File: src/rtl/vlc_tx_frame_if.sv
// Handshake and drive-line bundle between the framing stage and the VLC transmitter.
// The master supplies payload and mode; the slave (transmitter) returns ready, LED bit and status.
interface vlc_tx_frame_if #(
   parameter int DATA_W = 36
);
   logic              mode_manchester;
   logic              data_valid;
   logic [DATA_W-1:0] data_in;
   logic              data_ready;
   logic              out;
   logic              tx_busy;
   logic              tx_complete;

   modport master (
      output mode_manchester,
      output data_valid,
      output data_in,
      input  data_ready,
      input  out,
      input  tx_busy,
      input  tx_complete
   );

   modport slave (
      input  mode_manchester,
      input  data_valid,
      input  data_in,
      output data_ready,
      output out,
      output tx_busy,
      output tx_complete
   );
endinterface

File: src/rtl/vlc_tx_frame.sv
// VLC frame transmitter: sync + payload serialised MSB-first, OOK or Manchester; first bit 1 cycle after accept.
// Accepts only in IDLE (data_ready high); no buffering, valid while busy is dropped.
module vlc_tx_frame #(
   parameter int                DATA_W       = 36,
   parameter int                SYNC_W       = 8,
   parameter logic [SYNC_W-1:0] SYNC_PATTERN = 8'b10101010,
   parameter int                CLKS_PER_BIT = 1,
   parameter int                GAP_BITS     = 0,
   parameter logic              IDLE_LEVEL   = 1'b0
) (
   input logic           clk,
   input logic           rst_n,
   vlc_tx_frame_if.slave bus
);
   localparam int FRAME_W = SYNC_W + DATA_W;
   localparam int BCW     = $clog2(FRAME_W + 1);
   localparam int CCW     = (CLKS_PER_BIT > 1) ? $clog2(CLKS_PER_BIT) : 1;
   localparam int GAP_OOK = GAP_BITS * CLKS_PER_BIT;
   localparam int GAP_MAN = 2 * GAP_OOK;
   localparam int GCW     = (GAP_MAN > 0) ? $clog2(GAP_MAN + 1) : 1;

   localparam logic [BCW-1:0] BIT_LAST    = BCW'(FRAME_W - 1);
   localparam logic [CCW-1:0] CYC_LAST    = CCW'(CLKS_PER_BIT - 1);
   localparam logic [GCW-1:0] GAP_LEN_OOK = GCW'(GAP_OOK);
   localparam logic [GCW-1:0] GAP_LEN_MAN = GCW'(GAP_MAN);

   typedef enum logic [1:0] {
      IDLE,
      SEND,
      GAP
   } state_t;

   state_t             state;
   logic [FRAME_W-1:0] shreg;
   logic [BCW-1:0]     bit_cnt;
   logic [CCW-1:0]     cyc_cnt;
   logic [GCW-1:0]     gap_cnt;
   logic               half;
   logic               man;
   logic               out_q;
   logic               ready_q;
   logic               busy_q;
   logic               cmp_q;

   logic               period_end;
   logic               last_bit;
   logic [GCW-1:0]     gap_len;

   assign period_end = (cyc_cnt == CYC_LAST);
   assign last_bit   = (bit_cnt == BIT_LAST);
   assign gap_len    = man ? GAP_LEN_MAN : GAP_LEN_OOK;

   assign bus.data_ready  = ready_q;
   assign bus.out         = out_q;
   assign bus.tx_busy     = busy_q;
   assign bus.tx_complete = cmp_q;

   // Manchester first half is the inverted bit, second half the bit itself, so bit ^ man
   // gives the first-half level in both modes.
   always_ff @(posedge clk) begin
      if (!rst_n) begin
         state   <= IDLE;
         shreg   <= '0;
         bit_cnt <= '0;
         cyc_cnt <= '0;
         gap_cnt <= '0;
         half    <= 1'b0;
         man     <= 1'b0;
         out_q   <= IDLE_LEVEL;
         ready_q <= 1'b0;
         busy_q  <= 1'b0;
         cmp_q   <= 1'b0;
      end else begin
         cmp_q <= 1'b0;
         case (state)
            IDLE: begin
               if (ready_q && bus.data_valid) begin
                  state   <= SEND;
                  shreg   <= {SYNC_PATTERN, bus.data_in};
                  man     <= bus.mode_manchester;
                  bit_cnt <= '0;
                  cyc_cnt <= '0;
                  gap_cnt <= '0;
                  half    <= 1'b0;
                  out_q   <= SYNC_PATTERN[SYNC_W-1] ^ bus.mode_manchester;
                  ready_q <= 1'b0;
                  busy_q  <= 1'b1;
               end else begin
                  out_q   <= IDLE_LEVEL;
                  ready_q <= 1'b1;
               end
            end

            SEND: begin
               if (!period_end) begin
                  cyc_cnt <= cyc_cnt + 1'b1;
               end else begin
                  cyc_cnt <= '0;
                  if (man && !half) begin
                     half  <= 1'b1;
                     out_q <= shreg[FRAME_W-1];
                  end else begin
                     half    <= 1'b0;
                     bit_cnt <= bit_cnt + 1'b1;
                     if (last_bit) begin
                        out_q   <= IDLE_LEVEL;
                        cmp_q   <= 1'b1;
                        gap_cnt <= '0;
                        if (GAP_BITS == 0) begin
                           state   <= IDLE;
                           ready_q <= 1'b1;
                           busy_q  <= 1'b0;
                        end else begin
                           state <= GAP;
                        end
                     end else begin
                        shreg <= {shreg[FRAME_W-2:0], 1'b0};
                        out_q <= shreg[FRAME_W-2] ^ man;
                     end
                  end
               end
            end

            // The tx_complete cycle is the first GAP cycle; the forced gap follows it.
            GAP: begin
               if (gap_cnt == gap_len) begin
                  state   <= IDLE;
                  ready_q <= 1'b1;
                  busy_q  <= 1'b0;
               end else begin
                  gap_cnt <= gap_cnt + 1'b1;
               end
            end

            default: begin
               state <= IDLE;
            end
         endcase
      end
   end
endmodule

File: src/flat_wrapper.sv
// flat-port wrapper written by rule: the top's interface ports become plain ports
module vlc_tx_frame_flat 
#(
   parameter int                DATA_W       = 36,
   parameter int                SYNC_W       = 8,
   parameter logic [SYNC_W-1:0] SYNC_PATTERN = 8'b10101010,
   parameter int                CLKS_PER_BIT = 1,
   parameter int                GAP_BITS     = 0,
   parameter logic              IDLE_LEVEL   = 1'b0
)
  (clk, rst_n, bus_mode_manchester, bus_data_valid, bus_data_in, bus_data_ready, bus_out, bus_tx_busy, bus_tx_complete);
  vlc_tx_frame_if #(.DATA_W(DATA_W)) bus_i ();
  input logic clk;
  input logic rst_n;
  input wire logic [$bits(bus_i.mode_manchester)-1:0] bus_mode_manchester;
  input wire logic [$bits(bus_i.data_valid)-1:0] bus_data_valid;
  input wire logic [$bits(bus_i.data_in)-1:0] bus_data_in;
  output wire logic [$bits(bus_i.data_ready)-1:0] bus_data_ready;
  output wire logic [$bits(bus_i.out)-1:0] bus_out;
  output wire logic [$bits(bus_i.tx_busy)-1:0] bus_tx_busy;
  output wire logic [$bits(bus_i.tx_complete)-1:0] bus_tx_complete;
  assign bus_i.mode_manchester = bus_mode_manchester;
  assign bus_i.data_valid = bus_data_valid;
  assign bus_i.data_in = bus_data_in;
  assign bus_data_ready = bus_i.data_ready;
  assign bus_out = bus_i.out;
  assign bus_tx_busy = bus_i.tx_busy;
  assign bus_tx_complete = bus_i.tx_complete;
  vlc_tx_frame #(.DATA_W(DATA_W), .SYNC_W(SYNC_W), .SYNC_PATTERN(SYNC_PATTERN), .CLKS_PER_BIT(CLKS_PER_BIT), .GAP_BITS(GAP_BITS), .IDLE_LEVEL(IDLE_LEVEL)) u_core (.clk(clk), .rst_n(rst_n), .bus(bus_i));
endmodule
File: config.mk
export PLATFORM = sky130hd
export DESIGN_NAME = vlc_tx_frame_flat
export DESIGN_NICKNAME = d
export VERILOG_FILES = /design/src/rtl/vlc_tx_frame_if.sv /design/src/rtl/vlc_tx_frame.sv /design/src/flat_wrapper.sv
export SDC_FILE = /design/constraint.sdc
export NUM_CORES = 1
export LEC_CHECK = 0
export BUFFER_PORTS_ARGS = -buffer_cell sky130_fd_sc_hd__buf_2
export CORE_MARGIN = 2
export CORE_UTILIZATION = 40
export CTS_CLUSTER_DIAMETER = 50
export DETAILED_ROUTE_END_ITERATION = 8
export GPL_ROUTABILITY_DRIVEN = 1
export PLACE_DENSITY = 0.69
export SYNTH_ARGS = -nofsm -noshare
export SYNTH_HDL_FRONTEND = slang
export SYNTH_SLANG_ARGS = --single-unit
File: constraint.sdc
create_clock -name clk -period 1.65 [get_ports clk]
set_input_delay 0.0825 -clock clk [delete_from_list [all_inputs] [get_ports clk]]
set_output_delay 0.0825 -clock clk [all_outputs]
set_load 0.02 [all_outputs]
Yosys cells after proc, flatten, opt, wreduce, memory -nomap -nowiden
Index checks and enable logic that the tools add are counted.

word-level totals
  input port bits = 40
  bits in registers = 60
  output and inout port bits = 4

cells by class
  $add $sub $neg = 3
  reductions and logical operators = 17
  muxes and demuxes = 41
  equal/unequal tests = 9
  bitwise gates (word level) = 4

operators by type and width
  cell                                                                      number
  44-bit two-way mux                                                        4
  44-bit one-hot mux with 2 select lines                                    1
  1-bit two-way mux                                                         20
  5-bit AND reduction                                                       4
  6-bit two-way mux                                                         3
  6-bit one-hot mux with 2 select lines                                     1
  2-bit two-way mux                                                         5
  1-bit one-hot mux with 3 select lines                                     3
  2-bit inequality test (second input constant)                             4
  6-bit by 1-bit adder with 6-bit output (second input constant)            1
  6-bit equality test (second input constant)                               1
  1-bit one-hot mux with 2 select lines                                     3
  2-bit one-hot mux with 3 select lines                                     1
  2-bit AND reduction                                                       3
  6-bit AND reduction                                                       1
  2-bit by 1-bit inequality test with 1-bit output (second input constant)  2
  4-bit AND reduction                                                       1
  4-bit OR reduction                                                        1
  1-bit inverter                                                            3
  3-bit AND reduction                                                       1
  3-bit nonzero test                                                        1
  1-bit adder (second input constant)                                       2
  2-bit by 1-bit equality test with 1-bit output (second input constant)    1
  2-bit equality test (second input constant)                               1
  5 further kinds                                                           6

Depth between registers and ports, before layout
  word-level depth = 5
  gate-level depth with buffers = 7
  depth with buffers taken out = 5

Least setup slack after synthesis
No wires, ideal clock.

  kind = register to register
  start point = register u_core.bit_cnt[0]
  end point = register u_core.shreg[31]
  stages on the path, launching flop included = 8
  data required time = 1.534 ns
  path slack = 0.045 ns
  data arrival time = 1.489 ns
  clock period less this slack = 1.605 ns
  library setup time = 0.116 ns
  cells stage by stage = dfxtp_1 > ha_1 > and2_4 > nand4_2 > and2_4 > buf_6 > buf_6 > o211a_1

between the ends
  word-level cells in the longest chain between the ends = 3

RTL lines
  what                                    RTL line             RTL
  from (decl)                             vlc_tx_frame.sv:35   logic [BCW-1:0] bit_cnt;
  from (signal assigned)                  vlc_tx_frame.sv:104  bit_cnt <= bit_cnt + 1'b1;
  6-bit equality test                     vlc_tx_frame.sv:50   assign last_bit = (bit_cnt == BIT_LAST);
  2-bit inequality test (no source line)  -
  5-bit AND reduction (no source line)    -
  to (signal assigned)                    vlc_tx_frame.sv:79   shreg <= {SYNC_PATTERN, bus.data_in};
  to (signal assigned)                    vlc_tx_frame.sv:117  shreg <= {shreg[FRAME_W-2:0], 1'b0};
  to (decl)                               vlc_tx_frame.sv:34   logic [FRAME_W-1:0] shreg;

No other way between the ends.
A chain may end at the register's enable or synchronous reset.

Worst setup path in the final report
  start point = register u_core.bit_cnt[0]
  end point = register u_core.shreg[9]

Same word-level chain as after synthesis.

==> out/results.ini <==
[yosys]
yosys.area_share.simple_pct = 15.2
syn_area_um2 = 2600
synth_cells = 254
ys_types = 35
synth_fp_nets = 295
synth-seq-cells = 56
synth_fa_ha_area_share_pct = 0.482
synthXorXnorAreaFrac_pct = 0
yosysTopAreaCellShare_pct = 43.2
syn_area_per_cell_um2 = 10.2
seq_area_frac_synth_pct = 43.2
synth-async-reset-ratio_pct = 0
synthMuxAreaShare_pct = 14.7
synthTopCellsByArea = dfxtp_1 43%, mux2i_1 14%, o211a_1 13%, nand3_1 6.9%, nand2_1 2.6%
yosys.area.top_type = dfxtp_1
synth_compound_area_share_pct = 21.0
synthFlopType = dfxtp_1
yosysWarnings = 0
synth_edf_count = 0
synth_top_family_by_area = compound AO/OA/AOI/OAI gates

[clocking]
ctsResizeCount = 0
hold_buffers = 0
cts_made_buffers = 5
clock_latency_ps = 310
htreeDepth = 2
clockRootBuffer = clkbuf_8
cts_tree = yes
post_cts_buffers = 0
clock_sinks = 56
clk_pin_slew_ps = 100
clock_path_buffers = 2

[route]
post_drt_wl_per_cell_um = 14.0
first_pass_iters = 4
drt_wl_total_um = 5220
drc = 0
via_per_inst = 5.44
drtIter0Drc = 90
ant_nets = 0
route.vias.total = 2025

[timing]
tightest_slew_ps = 419
hold_viol = 0
clock.fmax_mhz = 654
slew_headroom_pct = 72.1
fin_crit_sh_pct = 92.6
rsz0062_at_grt = no
fin_setup_tns_ps = 0
finalClockSkew_ps = 6.99
fin_crit_ps = 1530
setup_viol = 0
final_max_slew_viol_count = 0

[floorplanning]
rows = 29
coreArea_um2 = 6310
die_w_um = 84.6
die_h_um = 84.6
dieArea_um2 = 7150
initial_core_util_pct = 41.1
ioPinCount = 44

[power_and_ir_drop]
power.leakage_nw = 1.47
p_per_area_nw_per_um2 = 962
peakVddDrop_v = 0.000489

[cells_and_area]
fillCellCount = 601
drive_above_1_share_pct = 24.4
area_delta_synth_final_pct = 14.8
final_nets = 335
n_antenna_cell = 0
final_cell_count_no_fill = 372

[run]
drv_cap = 0

[place]
place_congestion = 0.745
numPortBuffers = 43
dp_hpwl_um = 3430
post-place-cells = 364

[setup_path]
critPathRequiredTime_ps = 1860
path_max_fanout = 34
startpoint_type = flip-flop
worstSetupEndpointType = flip-flop
crit_type = flip-flop to flip-flop
arrival_ps = 1740

[global_route]
antenna_found_initial = 0
grt_pass1_wl_um = 8760
grt_overflow = 0
grt_usage_pct = 14.9
grt_max_degree = 38
grt_pass1_vias = 1967

[outcome]
status = complete, no violations

[min_path]
min-delay-path-class = primary input to flip-flop

-- per-stage QoR --
step                area [um2]  hold slack [ps]  total power [mW]  util, %  worst slack [ps]
floorplan                 2600              233              1.99        -              45.0
global placement          2890              356              2.12     45.8               151
CTS                       2980             29.6              2.90     47.2               107
detailed placement        2890              363              2.13     45.8               120
global route              2980             35.7              3.01     47.2              23.1
finish                    2980             28.7              2.87     47.2               122
-- registers in the layout, summed over array words and instances (netlist names) --
signal                  count
u_core.half                 1
u_core.man                  1
u_core.bus.out              1
u_core.bus.data_ready       1
u_core.bus.tx_complete      1
u_core.state                1
u_core.bit_cnt              6
u_core.shreg               44
-- path summary, 6_finish.rpt --
check | from | end | slack (ps) | depth (start not counted)
max reg2reg | u_core.bit_cnt[0] | u_core.shreg[9] | 120 | 6
min reg2reg | u_core.shreg[40] | u_core.shreg[40] | 470 | 2
max | u_core.bit_cnt[0] | u_core.shreg[9] | 120 | 6
min | bus_data_in[0] | u_core.shreg[0] | 30 | 3
-- layer usage --
| metal | GRT usage (%) | vias to the layer above | part of all wire, % |
|---|---|---|---|
| li1 | - | 1023 | - |
| met2 | 24.8 | 33 | 46 |
| met3 | 4.23 | 5 | 4.4 |
| met4 | 5.19 | 0 | 1.2 |
| met1 | 18.6 | 964 | 49 |
| met5 | 0 | - | 0 |
-- cell usage after synthesis (all sizes together), types with 2 or more instances --
cell type / instances
o211a: 34
nand3: 36
clkbuf: 12
nor2: 4
dfxtp: 56
nor2b: 4
o221a: 4
nand2: 18
o22ai: 6
mux2i: 37
a21boi: 2
inv: 2
or3: 4
and2: 2
buf: 10
a21oi: 5
o21ai: 7
-- worst max-delay path, cell delays in order, from the launching register on --
cell and delay (ps):
dfxtp_1 320, ha_1 200, and2_4 170, nand4_2 90
buf_4 340, nand3_1 140, o211a_1 150
-- area by class of cell --
| class | instances | area [um2] | area share, % |
|---|---|---|---|
| Inverter | 2 | 7.51 | 0.252 |
| Tap cell | 77 | 96.3 | 3.23 |
| Clock buffer | 8 | 90.1 | 3.02 |
| Multi-Input combinational cell | 174 | 1330 | 44.8 |
| Timing Repair Buffer | 55 | 330 | 11.1 |
| Sequential cell | 56 | 1120 | 37.7 |
-- report_power, final --
part / leakage [nW] / total [mW] / internal, mW / switching [mW]
Sequential: 0.461 / 1.56 / 1.48 / 0.0717
Clock: 0.0455 / 0.772 / 0.344 / 0.428
Combinational: 0.963 / 0.541 / 0.273 / 0.268
Total: 1.47 / 2.87 / 2.10 / 0.768
-- placed cells by master, fill, tap and decap left out, types with 6 or more instances in the layout --
cell type	instances
buf_2	43
nand3_1	36
nand2_1	18
mux2i_1	37
dfxtp_1	55
buf_4	10
clkbuf_8	6
o22ai_1	6
o211a_1	34
-- kinds of logic (layout without fill, tap and decap cells) --
logic type | after synthesis | in the layout
muxes | 38 | 38
AOI/OAI and AO/OA | 61 | 61
and+or+nand+nor | 74 | 74
buffers and inverters | 24 | 65
adders and majority gates | 1 | 1
DFF | 56 | 56
Note: power is estimated with default switching activity, not from simulation.
